### config.mk
export PLATFORM = sky130hd
export DESIGN_NAME = vdp1_ccalc_pipe
export DESIGN_NICKNAME = d
export VERILOG_FILES = /design/src/rtl/vdp1_ccalc_pipe.sv
export SDC_FILE = /design/constraint.sdc
export NUM_CORES = 1
export LEC_CHECK = 0
export ABC_AREA = 1
export CAP_MARGIN = 20
export CORE_UTILIZATION = 55
export CTS_CLUSTER_DIAMETER = 200
export CTS_CLUSTER_SIZE = 16
export DETAILED_ROUTE_END_ITERATION = 6
export PLACE_DENSITY = 0.77
export SLEW_MARGIN = 10
export SYNTH_ARGS = -nofsm -noshare
export SYNTH_HDL_FRONTEND = slang
export SYNTH_SLANG_ARGS = --single-unit
### constraint.sdc
create_clock -name clk -period 9.7 [get_ports clk]
set_input_delay 1.94 -clock clk [delete_from_list [all_inputs] [get_ports clk]]
set_output_delay 1.94 -clock clk [all_outputs]
set_load 0.01 [all_outputs]
### src/rtl/vdp1_ccalc_pipe.sv
// vdp1_ccalc_pipe -- VDP1 colour-calculation stage.
//
// Buffers pixels from the sprite/polygon generator in a small FIFO, fetches
// the background framebuffer word for modes that blend with it, applies
// shadow / half-luminance / half-transparency / Gouraud, and emits in-order
// framebuffer writes through a single output register.
//
// Optional feature macro: VDP1_GOURAUD_EN
//   defined   -> Gouraud clamp adders built, CCB[2] honoured.
//   undefined -> CCB[2] treated as 0, in_gouraud ignored.
//
// Ports:
//   clk, rst                         clock, async active-high reset
//   in_valid/in_ready                pixel handshake
//   in_addr, in_color, in_gouraud,   destination address, {MSB,B,G,R} pixel,
//   in_ccb                           {B,G,R} Gouraud (16 neutral), mode
//   fb_rd_req/fb_rd_addr/fb_rd_ack   background read request (held to ack)
//   fb_rd_valid/fb_rd_data           in-order read return
//   out_valid/out_ready/out_addr/    framebuffer write
//   out_data
//   busy                             anything in flight

module vdp1_ccalc_pipe #(
  parameter int ADDR_W = 18,
  parameter int DEPTH  = 4
) (
  input  logic              clk,
  input  logic              rst,
  input  logic              in_valid,
  output logic              in_ready,
  input  logic [ADDR_W-1:0] in_addr,
  input  logic [15:0]       in_color,
  input  logic [14:0]       in_gouraud,
  input  logic [2:0]        in_ccb,
  output logic              fb_rd_req,
  output logic [ADDR_W-1:0] fb_rd_addr,
  input  logic              fb_rd_ack,
  input  logic              fb_rd_valid,
  input  logic [15:0]       fb_rd_data,
  output logic              out_valid,
  input  logic              out_ready,
  output logic [ADDR_W-1:0] out_addr,
  output logic [15:0]       out_data,
  output logic              busy
);

  localparam int AW = $clog2(DEPTH);
  localparam int CW = AW + 1;

  typedef struct packed {
    logic [ADDR_W-1:0] addr;
    logic [15:0]       color;
    logic [14:0]       gour;
    logic [2:0]        ccb;
    logic [15:0]       back;
    logic              req;   // background read has been acked
    logic              fill;  // background data has arrived
  } ent_t;

  ent_t              fifo [DEPTH];
  logic [DEPTH-1:0]  occ;
  logic [AW-1:0]     wptr, rptr;
  logic [CW-1:0]     cnt, outst;
  logic              live;
  logic              ovld;
  logic [ADDR_W-1:0] oaddr;
  logic [15:0]       odata;

  logic              full, hazard, push, pop, head_ok;
  logic              rq_hit, rd_iss, rd_ret;
  logic [AW-1:0]     rq_idx, fl_idx;
  logic [14:0]       og, cres;
  logic [15:0]       res;

  // Per-channel blend on already-Gouraud-adjusted original o and background b.
  function automatic logic [4:0] ccalc(input logic [4:0] o, input logic [4:0] b,
                                       input logic [1:0] m, input logic bmsb);
    logic [4:0] y;
    case (m)
      2'b00:   y = o;
      2'b01:   y = bmsb ? {1'b0, b[4:1]} : b;
      2'b10:   y = {1'b0, o[4:1]};
      default: y = bmsb ? ({1'b0, o[4:1]} + {1'b0, b[4:1]}) : o;
    endcase
    return y;
  endfunction

  assign full     = (cnt == CW'(DEPTH));
  assign in_ready = live & ~full & ~hazard;
  assign push     = in_valid & in_ready;
  assign head_ok  = occ[rptr] & (~fifo[rptr].ccb[0] | fifo[rptr].fill);
  assign pop      = head_ok & (~ovld | out_ready);
  assign rd_iss   = rq_hit & fb_rd_ack;
  // Returns with nothing outstanding (e.g. issued before a reset) are dropped.
  assign rd_ret   = fb_rd_valid & (outst != '0);

  // Oldest-first searches starting at the head. Lower offsets win.
  // The request target stays fixed until acked: newer entries are younger and
  // the target cannot retire while unfilled.
  always_comb begin
    logic [AW-1:0] k;
    k      = '0;
    rq_hit = 1'b0;
    rq_idx = '0;
    fl_idx = '0;
    hazard = ovld && (oaddr == in_addr);
    for (int i = DEPTH - 1; i >= 0; i--) begin
      k = rptr + AW'(unsigned'(i));
      if (occ[k] && fifo[k].ccb[0] && !fifo[k].req) begin
        rq_hit = 1'b1;
        rq_idx = k;
      end
      if (occ[k] && fifo[k].req && !fifo[k].fill)
        fl_idx = k;
    end
    for (int i = 0; i < DEPTH; i++)
      if (occ[i] && (fifo[i].addr == in_addr)) hazard = 1'b1;
  end

  assign fb_rd_req  = rq_hit;
  assign fb_rd_addr = rq_hit ? fifo[rq_idx].addr : '0;

  // Colour datapath on the head entry.
  for (genvar c = 0; c < 3; c++) begin : g_ch
`ifdef VDP1_GOURAUD_EN
    logic signed [6:0] s;
    assign s = $signed({2'b00, fifo[rptr].color[5*c +: 5]})
             + $signed({2'b00, fifo[rptr].gour[5*c +: 5]}) - 7'sd16;
    assign og[5*c +: 5] = !fifo[rptr].ccb[2] ? fifo[rptr].color[5*c +: 5] :
                          s[6]               ? 5'd0 :
                          (s > 7'sd31)       ? 5'd31 : s[4:0];
`else
    assign og[5*c +: 5] = fifo[rptr].color[5*c +: 5];
`endif
    assign cres[5*c +: 5] = ccalc(og[5*c +: 5], fifo[rptr].back[5*c +: 5],
                                  fifo[rptr].ccb[1:0], fifo[rptr].back[15]);
  end

`ifndef VDP1_GOURAUD_EN
  logic unused_gour;
  assign unused_gour = ^{fifo[rptr].gour, fifo[rptr].ccb[2]};
`endif

  // Shadow mode takes its MSB from the background; all others keep the original.
  assign res = {(fifo[rptr].ccb[1:0] == 2'b01) ? fifo[rptr].back[15] : fifo[rptr].color[15], cres};

  // Control state.
  always_ff @(posedge clk or posedge rst) begin
    if (rst) begin
      occ   <= '0;
      wptr  <= '0;
      rptr  <= '0;
      cnt   <= '0;
      outst <= '0;
      live  <= 1'b0;
    end else begin
      live <= 1'b1;
      if (push) begin
        occ[wptr] <= 1'b1;
        wptr      <= wptr + 1'b1;
      end
      if (pop) begin
        occ[rptr] <= 1'b0;
        rptr      <= rptr + 1'b1;
      end
      cnt   <= cnt + CW'(push) - CW'(pop);
      outst <= outst + CW'(rd_iss) - CW'(rd_ret);
    end
  end

  // Payload; validity is carried by occ, so no reset is needed here.
  always_ff @(posedge clk) begin
    if (push)
      fifo[wptr] <= '{addr: in_addr, color: in_color, gour: in_gouraud, ccb: in_ccb,
                      back: 16'h0, req: 1'b0, fill: 1'b0};
    if (rd_iss)
      fifo[rq_idx].req <= 1'b1;
    if (rd_ret) begin
      fifo[fl_idx].back <= fb_rd_data;
      fifo[fl_idx].fill <= 1'b1;
    end
  end

  // Output register; holds address/data while stalled.
  always_ff @(posedge clk or posedge rst) begin
    if (rst) begin
      ovld  <= 1'b0;
      oaddr <= '0;
      odata <= '0;
    end else if (pop) begin
      ovld  <= 1'b1;
      oaddr <= fifo[rptr].addr;
      odata <= res;
    end else if (out_ready) begin
      ovld  <= 1'b0;
    end
  end

  assign out_valid = ovld;
  assign out_addr  = oaddr;
  assign out_data  = odata;
  assign busy      = (cnt != '0) | (outst != '0) | ovld;

endmodule
# Yosys cells after proc, flatten, opt, wreduce, memory -nomap -nowiden
# Memory sizes are Yosys's and may differ from the RTL's.
# Index checks and enable logic that the tools add are counted.
[totals] reg_bits=50 latchBits=0 mem_bits_rw=280 mem_bits_ro=0 inputBits=74 out_inout_bits=56 word_cells=138 mem_count=1
[mem_list] name="fifo" words=4 width=70 rd=9 rd_clocked_by_memory_dff=0 write_ports=3 line_no="60" rtl="ent_t fifo [DEPTH];"
[classes] addsub=11 multipliers=0 div=0 order_cmp=7 n_eq_ne=8 shifts=0 mux=49 bitwise=18 reduce_logical=35
[op_table] cell="$eq 18x18->1" n=5
[op_table] cell="$pmux 5 s3" n=3
[op_table] cell="$mux 5" n=6
[op_table] cell="$logic_and 1x1->1" n=23
[op_table] cell="$mux 1" n=23
[op_table] cell="$mux 18" n=1
[op_table] cell="$mux 2" n=8
[op_table] cell="$add 4x4->5" n=3
[op_table] cell="$lt 2x3->1 const B" n=5
[op_table] cell="$bmux 1 s2" n=4
[op_table] cell="$logic_not 1->1" n=8
[op_table] cell="$mux 4" n=2
[op_table] cell="$and 1x1->1" n=7
[op_table] cell="$add 3x1->3" n=2
[op_table] cell="$reduce_bool 3->1" n=2
[op_table] cell="$sub 3x1->3" n=2
[op_table] cell="$add 2x1->2 const B" n=2
[op_table] cell="$add 2x2->2 const B" n=2
[op_table] cell="$and 4x4->4" n=1
[op_table] cell="$demux 1 s2" n=2
[op_table] cell="$ge 2x1->1 const B" n=2
[op_table] cell="$not 1->1" n=4
[op_table] cell="$not 4->4" n=1
[op_table] cell="$or 1x1->1" n=4
[op_table] cell="6 further kinds" n=6

# Longest topological paths before layout
# Gate-level depths: netlist (run 1).
# An unclocked memory read counts as a cell.
[depth] ltp_word=13 depth_mapped=24 depth_no_buf=16

# Worst setup path after synthesis (run 1)
# OpenSTA, ideal clock, no wires.
[synth_path] kind="register -> output" startpoint="reg rptr[0]" endpoint="out fb_rd_addr[8]" arrival_time_ns=3.183 required_time_ns=7.760 path_slack_ns=4.577 stages_incl_launch_ff=25 path_buffers=9 path_cell_list="dfrtp_1 > buf_6 > inv_6 > buf_6 > buf_2 > buf_2 > buf_1 > ha_1 > buf_2 > inv_2 > buf_2 > nand3_1 > nand2_1 > nand2_2 > nor2_4 > nand2_1 > nand2_1 > nand2_4 > nand2_2 > buf_6 > buf_6 > nand2_1 > nand2_1 > nand2_1 > a21oi_1"
[synth_between] elab_chain_len=11 word_cells_on_any_way=33 classes_between="3 x add/sub; 17 x mux; 12 x reduce/logical; 1 x memory"
[synth_lines] item="start: declaration" line_no="62" rtl="logic [AW-1:0] wptr, rptr;"
[synth_lines] item="start signal: assignment" line_no="164" rtl="rptr <= rptr + 1'b1;"
[synth_lines] item="$add 2x2->2" line_no="108" rtl="k = rptr + AW'(unsigned'(i));"
[synth_lines] item="$bmux 1 s2" line_no="109" rtl="if (occ[k] && fifo[k].ccb[0] && !fifo[k].req) begin"
[synth_lines] item="$mux 1 (not written as such)" line_no="109"
[synth_lines] item="$logic_and 1x1->1 (2 in series)" line_no="109"
[synth_lines] item="$mux 2 (4 in series)" line_no="109"
[synth_lines] item="$mem_v2 4x70"
[synth_lines] item="$mux 18 *" line_no="121" rtl="assign fb_rd_addr = rq_hit ? fifo[rq_idx].addr : '0;"
[synth_lines] item="end: declaration" line_no="36" rtl="output logic [ADDR_W-1:0] fb_rd_addr,"
# Mark *: on every way between the ends. The rest lies on a longest branch, timed or not. The select of a mux whose other input is x is not followed.

# Worst setup path after layout (run 1)
[layout_path] startpoint="reg rptr[0]" endpoint="out fb_rd_addr[16]"
# Same word-level chain as after synthesis.

==> results by group, run 1 <==
Status
  • Status: complete, no violations

Clock network
  • CTS Buffer Depth: 3
  • CTS Hold Bufs: 0
  • Clk_lat worst skew: between 0.5 and 0.6 ns
  • Setup bufs post-CTS: 0
  • Inserted Clock Buffers: 20
  • Post-CTS Resized: 0
  • Root buffer cell: clkbuf_16
  • Clock transition at the registers of the reported paths: 0.07 ns
  • Clock Sinks: 266
  • CTS tree: yes
  • Htree depth: 1

Synthesis
  • Post-Synth XOR/XNOR Area: ~2.4%
  • Post-Synth Simple-Gate Area: between 20 and 25%
  • Synth cell count leaders: 465 x nand2_1, 208 x edfxtp_1, 151 x inv_1
  • Number of flops mapped to enable cells by yosys: 208
  • Sequential share of the synthesized area: 53.0%
  • Complex-gate fraction of the synthesized area: 11.4%
  • Main synth FF type: edfxtp_1
  • Most numerous cell in the Yosys netlist: nand2_1
  • Synth Cell Area: approximately 14000 um2
  • Synth top area cells: edfxtp_1 43%, nand2_1 12%, dfrtp_1 8.7%
  • Cell variety after synth: 43
  • Seq cells post-synth: between 200 and 300
  • Synth area leader: edfxtp_1
  • Post-Synth Adder-Cell Area: around 2.8%
  • Mux cell area share after synthesis: 0%
  • Net Count, Synth: 1766
  • Warnings from Yosys: 0
  • Largest family of logic cells by synthesized area: simple AND/OR/NAND/NOR gates
  • Avg Cell Area, Syn: roughly 8.7 um2
  • Synth top area share: a little over two fifths
  • Post-Synthesis Cells: 1663
  • Ys async rst share: between 10% and 20%

STA
  • Tmin final: 8.13 ns
  • Period utilization: 83.8%
  • Slew HR: 31.1%
  • Final setup TNS: 0 ns
  • Setup violators final: 0
  • RSZ-0062 raised after global routing: false
  • Max Clk Rate: between 100 and 150 MHz
  • Final hold vios: 0
  • Final Skew: around 0.027 ns
  • Least-Margin Pin Slew: approximately 1.0 ns
  • Slew Viols, Final: 0

Layout
  • Nets: 1827
  • P&R area growth vs syn: 12.0%
  • Diodes inserted: 0
  • Multi-input gate area: 5690 um2
  • Final instance area: ~16000 um2
  • Finished Core Util: a little under two thirds
  • # fillers: about 2100
  • Post-Layout Cell Count: approximately 2100
  • Register area: between 7000 and 8000 um2
  • Layout cell share with drive strength beyond 1: just under 5%

Die
  • Std-Cell Rows: 58
  • Die footprint: approximately 27000 um2
  • Initial core utilization: approximately 57%
  • DIE HEIGHT: approximately 160 um
  • Core Box Area: 25500 um2
  • Die W: 164 um
  • Io pins: 130

GRT
  • Total gr overflow: 0
  • Initial antenna violation count: 0
  • Vias in the first global route: between 10000 and 15000
  • First-pass GRT wire length: ~58000 um
  • Largest net degree at the start of global routing: 115
  • GRT Overall Usage: around 28%

Power and ir drop
  • Power Density: 407 nW/um2
  • Max VDD drop: between 0.3 and 0.4 mV
  • Lkg Pwr: just under 7 nW

Placed design
  • Post-DP HPWL: ~24000 um
  • Placed insts: between 2000 and 2500
  • Global placement routability congestion: 0.930
  • Number of port buffers: roughly 110
  • Area post-placement: ~16000 um2

Route
  • WL/cell: roughly 18 um
  • Iter 0 DRT Violations: around 1100
  • Final antenna-violating net count: 0
  • DRT Pass-1 Iters: 5
  • DRC: 0
  • Drt total wl: 37300 um
  • Vias: between 10000 and 15000
  • Mean number of vias per cell: about 5.7

Critical path
  • Startpoint Class: flip-flop
  • Worst EP arrival: a little over 6 ns
  • WP data required: about 7.8 ns
  • Crit Path Max Fanout: 114
  • Reg2reg setup slack: ~4.8 ns
  • Worst Setup End Kind: primary output
  • Worst Setup Path Type: reg -> out

Min path
  • Hold Crit Class: reg -> reg

Job
  • Max_cap viols: 0
## sequential cells by signal, summed over array words and instances, names as in the netlist
signal / count
fifo: 216
out_addr: 18
out_data: 16
occ: 4
cnt: 3
outst: 3
rptr: 2
wptr: 2
live: 1
out_valid: 1
## final cells by class
class	count	share of cell area [%]
tap	330	2.55
timing repair buffer	124	7.51
clock inverter	1	0.0542
clock buffer	35	3.58
multi-input combinational	1154	35.2
sequential	266	47.4
inverter	158	3.70
## metrics by stage
step / power [mW] / setup WS, ns / hold WS, ns
final: 6.59 / 1.57 / 0.456
after global routing: 7.08 / 1.35 / 0.490
after global placement: 5.66 / 2.41 / 0.432
after CTS: 6.57 / 1.76 / 0.459
after detailed placement: 5.77 / 2.32 / 0.443
after floorplan: 4.55 / 4.58 / 0.419
## layout by cell type, fill, tap and decap left out, types with 6 or more instances in the layout
master,count
buf_4,11
o211ai_1,10
dfrtp_1,48
clkdlybuf4s50_1,113
o21ai_1,11
nand2_2,10
nor3_1,9
xnor2_1,18
nand2_1,465
nor2_2,18
edfxtp_1,208
a21oi_1,94
clkbuf_1,14
o22ai_1,14
o221ai_1,7
nor2_1,137
a32oi_1,6
o21ai_0,137
nand4_1,15
or2_2,6
inv_1,150
nand3_1,119
o21a_1,6
clkbuf_16,21
xor2_1,21
dfxtp_1,8
ha_1,24
## per-layer routing
layer / vias up / GRT usage, % / part of all wire [%]
met4: 0 / 11.4 / 3.5
met3: 88 / 3.69 / 8.0
met1: 5514 / 37.0 / 41
met5: - / 0 / 0
met2: 564 / 46.6 / 48
li1: 5653 / - / -
## power by group
group / internal, mW / leakage [nW] / switching [mW]
clock network: 0.406 / 0.279 / 0.387
logic: 1.35 / 3.96 / 2.56
registers: 1.66 / 2.56 / 0.225
## critical path: stages, from the launching register on
cell	delay, ns
dfrtp_4	1.11
inv_6	0.52
ha_1	0.67
inv_2	0.16
nand3_1	0.13
nor2_1	0.07
nor2_2	0.14
nand2_1	0.08
nand2_1	0.08
nand2_2	0.49
nand2_2	0.92
nand2_1	0.12
nand2_1	0.10
nand2_1	0.06
a21oi_1	0.26
clkdlybuf4s50_1	0.63
## cell families (layout without fill, tap and decap cells)
group,Yosys count,in the layout
AO/OA/AOI/OAI,297,297
XOR/XNOR,39,39
adder cells (fa/ha/maj),29,29
buffers and inverters,243,318
flip-flops,266,266
other,1,1
AND/OR/NAND/NOR,788,788
## path summary, 6_finish.rpt
path                                  from        endpoint  depth (start not counted)
max in group asynchronous              rst         rptr[0]                          3
min in group asynchronous              rst          cnt[2]                          3
worst min-delay path            fifo[0][0]      fifo[0][0]                          2
worst min register to register  fifo[0][0]      fifo[0][0]                          2
worst max register to register     rptr[0]      fifo[3][1]                         12
worst max-delay path               rptr[0]  fb_rd_addr[16]                         15
Power figures use the tool's default switching activity.
==> inputs of run 2 (changes only) <==
Clock period 9.7 ns to 7.7 ns, I/O delays scaled along.
==> results by group, run 2 (synthesized netlist as in run 1, its figures left out) <==
GRT
  • Initial antenna violation count: 0 (unchanged)
  • Vias in the first global route: 11300 (+0.018%)
  • Total gr overflow: 0 (unchanged)
  • GRT Overall Usage: 28.7% (+0.66 points)
  • First-pass GRT wire length: 59200 um (+1.8%)
  • Largest net degree at the start of global routing: 69 (-40%)

Clock network
  • Clk_lat worst skew: 0.52 ns (about the same)
  • Setup bufs post-CTS: 0 (unchanged)
  • Clock Sinks: 266 (unchanged)
  • Post-CTS Resized: 0 (unchanged)
  • Htree depth: 1 (unchanged)
  • CTS Buffer Depth: 3 (unchanged)
  • Clock transition at the registers of the reported paths: 0.08 ns (about the same)
  • Root buffer cell: clkbuf_16
  • CTS tree: yes
  • CTS Hold Bufs: 0 (unchanged)
  • Inserted Clock Buffers: 20 (unchanged)

Die
  • DIE HEIGHT: 164 um (unchanged)
  • Die footprint: 26900 um2 (unchanged)
  • Std-Cell Rows: 58 (unchanged)
  • Core Box Area: 25500 um2 (unchanged)
  • Io pins: 130 (unchanged)
  • Die W: 164 um (unchanged)
  • Initial core utilization: 56.7% (unchanged)

Layout
  • Register area: 7660 um2 (unchanged)
  • Layout cell share with drive strength beyond 1: 5.11% (+0.16 points)
  • Finished Core Util: 63.6% (+0.088 points)
  • Top reg by flops: fifo
  • Highest-count cells in the layout ignoring fill and taps: 465 x nand2_1, 208 x edfxtp_1, 150 x inv_1, 137 x o21ai_0, 137 x nor2_1
  • Diodes inserted: 0 (unchanged)
  • Max FFs per register: 216 (unchanged)
  • Nets: 1830 (+0.16%)
  • Multi-input gate area: 5690 um2 (unchanged)
  • # fillers: 2130 (-0.28%)
  • P&R area growth vs syn: 12.1%
  • Final instance area: 16200 um2 (+0.14%)
  • Commonest non-fill, non-tap cell in the layout: nand2_1

Route
  • DRC: 0 (unchanged)
  • Vias: 11900 (+0.47%)
  • Iter 0 DRT Violations: 1403 (+29%)
  • Mean number of vias per cell: 5.73 (+0.32%)
  • DRT Pass-1 Iters: 5 (unchanged)
  • Final antenna-violating net count: 0 (unchanged)
  • Drt total wl: 37700 um (+1.1%)
  • WL/cell: 18.2 um (+1.0%)

Power and ir drop
  • Tot Pwr: 8.32 mW (+26%)
  • Lkg Pwr: 6.82 nW (+0.20%)
  • Power Density: 514 nW/um2 (+26%)
  • Max VDD drop: 0.400 mV (+14%)

STA
  • Period utilization: 85.7%
  • Final hold vios: 0 (unchanged)
  • RSZ-0062 raised after global routing: false
  • Max Clk Rate: between 150 and 200 MHz
  • Tmin final: approximately 6.6 ns
  • Setup WS post-layout: 1.10 ns (-0.469 ns)
  • Least-Margin Pin Slew: 0.909 ns (-0.124 ns)
  • Final setup TNS: 0 ns (unchanged)
  • Slew Viols, Final: 0 (unchanged)
  • Slew HR: 39.4% (+8.2 points)
  • Final Skew: 0.0103 ns (-0.0164 ns)
  • Setup violators final: 0 (unchanged)

Min path
  • Hold Path Depth: 2 (unchanged)
  • Hold Crit Class: reg -> reg
  • Hold Crit Start: fifo[0][0]
  • Worst hold path endpoint: fifo[0][0]

Critical path
  • Worst Setup Path Type: reg -> out
  • Startpoint Class: flip-flop
  • Worst R2R Path Depth: 9 (-3)
  • Reg2reg setup slack: 3.62 ns (-1.16 ns)
  • WP data required: 6.16 ns (-1.60 ns)
  • Worst Setup End Kind: primary output
  • Worst EP arrival: 5.06 ns (-1.13 ns)
  • RR Endpoint: out_data[5]
  • Reg-to-Reg Start: rptr[1]
  • Crit Path Max Fanout: 39 (-66%)

Placed design
  • Pre-CTS setup slack: 1.78 ns (-0.538 ns)
  • Post-DP HPWL: 23900 um (+1.5%)
  • Global placement routability congestion: 0.938 (+0.84%)
  • Area post-placement: 15600 um2 (+0.14%)
  • Number of port buffers: 113 (unchanged)

Job
  • Max_cap viols: 0 (unchanged)

Status
  • Status: complete, no violations
==> run 2: cell count changes in the layout (fill, tap and decap cells not counted) <==
| cell | delta |
|---|---|
| buf_4 | +3 |
==> run 2: how the worst max path moves through the flow <==
| stage | from | end |
|---|---|---|
| finish | rptr[1] | fb_rd_addr[17] |
| global route | rptr[1] | fb_rd_addr[17] |
| CTS | rptr[1] | fb_rd_addr[17] |
| detailed placement | rptr[1] | fb_rd_addr[17] |
| global placement | rptr[1] | fb_rd_addr[17] |
| floorplan | rptr[0] | fb_rd_addr[8] |
==> run 2: stage by stage <==
step	instances	hold WS, ns
global placement	2035	0.430
detailed placement	2035	0.434
global route	2071	0.464
finish	2071	0.446
floorplan	1663	0.419
CTS	2071	0.451
==> run 2: routing by layer <==
layer  track usage [%]  vias up  wire length [um]
met5                 0        -                 0
met4              11.9        0              1570
met3              3.08      101              2710
met2              48.6      531             18200
met1              37.5     5587             15200
li1                  -     5655                 -
==> run 2: critical path: stages (launching register included) <==
cell and delay, ns:
dfrtp_2 0.94, inv_1 0.15, ha_1 0.43, inv_2 0.21, nand3_1 0.10, nand2_1 0.10
nand2_2 0.07, nor2_4 0.09, nand2_1 0.06, nand2_1 0.10, nand2_4 0.27, nand2_2 0.76
nand2_1 0.10, nand2_1 0.10, nand2_1 0.06, a21oi_1 0.31, clkdlybuf4s50_1 0.62
==> run 2: final cells by class <==
cell class	count	area share, %
clock buffer	35	3.57
tap	330	2.55
sequential	266	47.3
multi-input combinational	1154	35.2
timing repair buffer	127	7.64
inverter	158	3.69
clock inverter	1	0.0541
==> run 2: power by group <==
part,switching [mW],leakage (nW),internal (mW),total [mW]
Combinational,3.28,3.98,1.71,4.98
Clock,0.494,0.279,0.512,1.01
Sequential,0.245,2.56,2.09,2.33
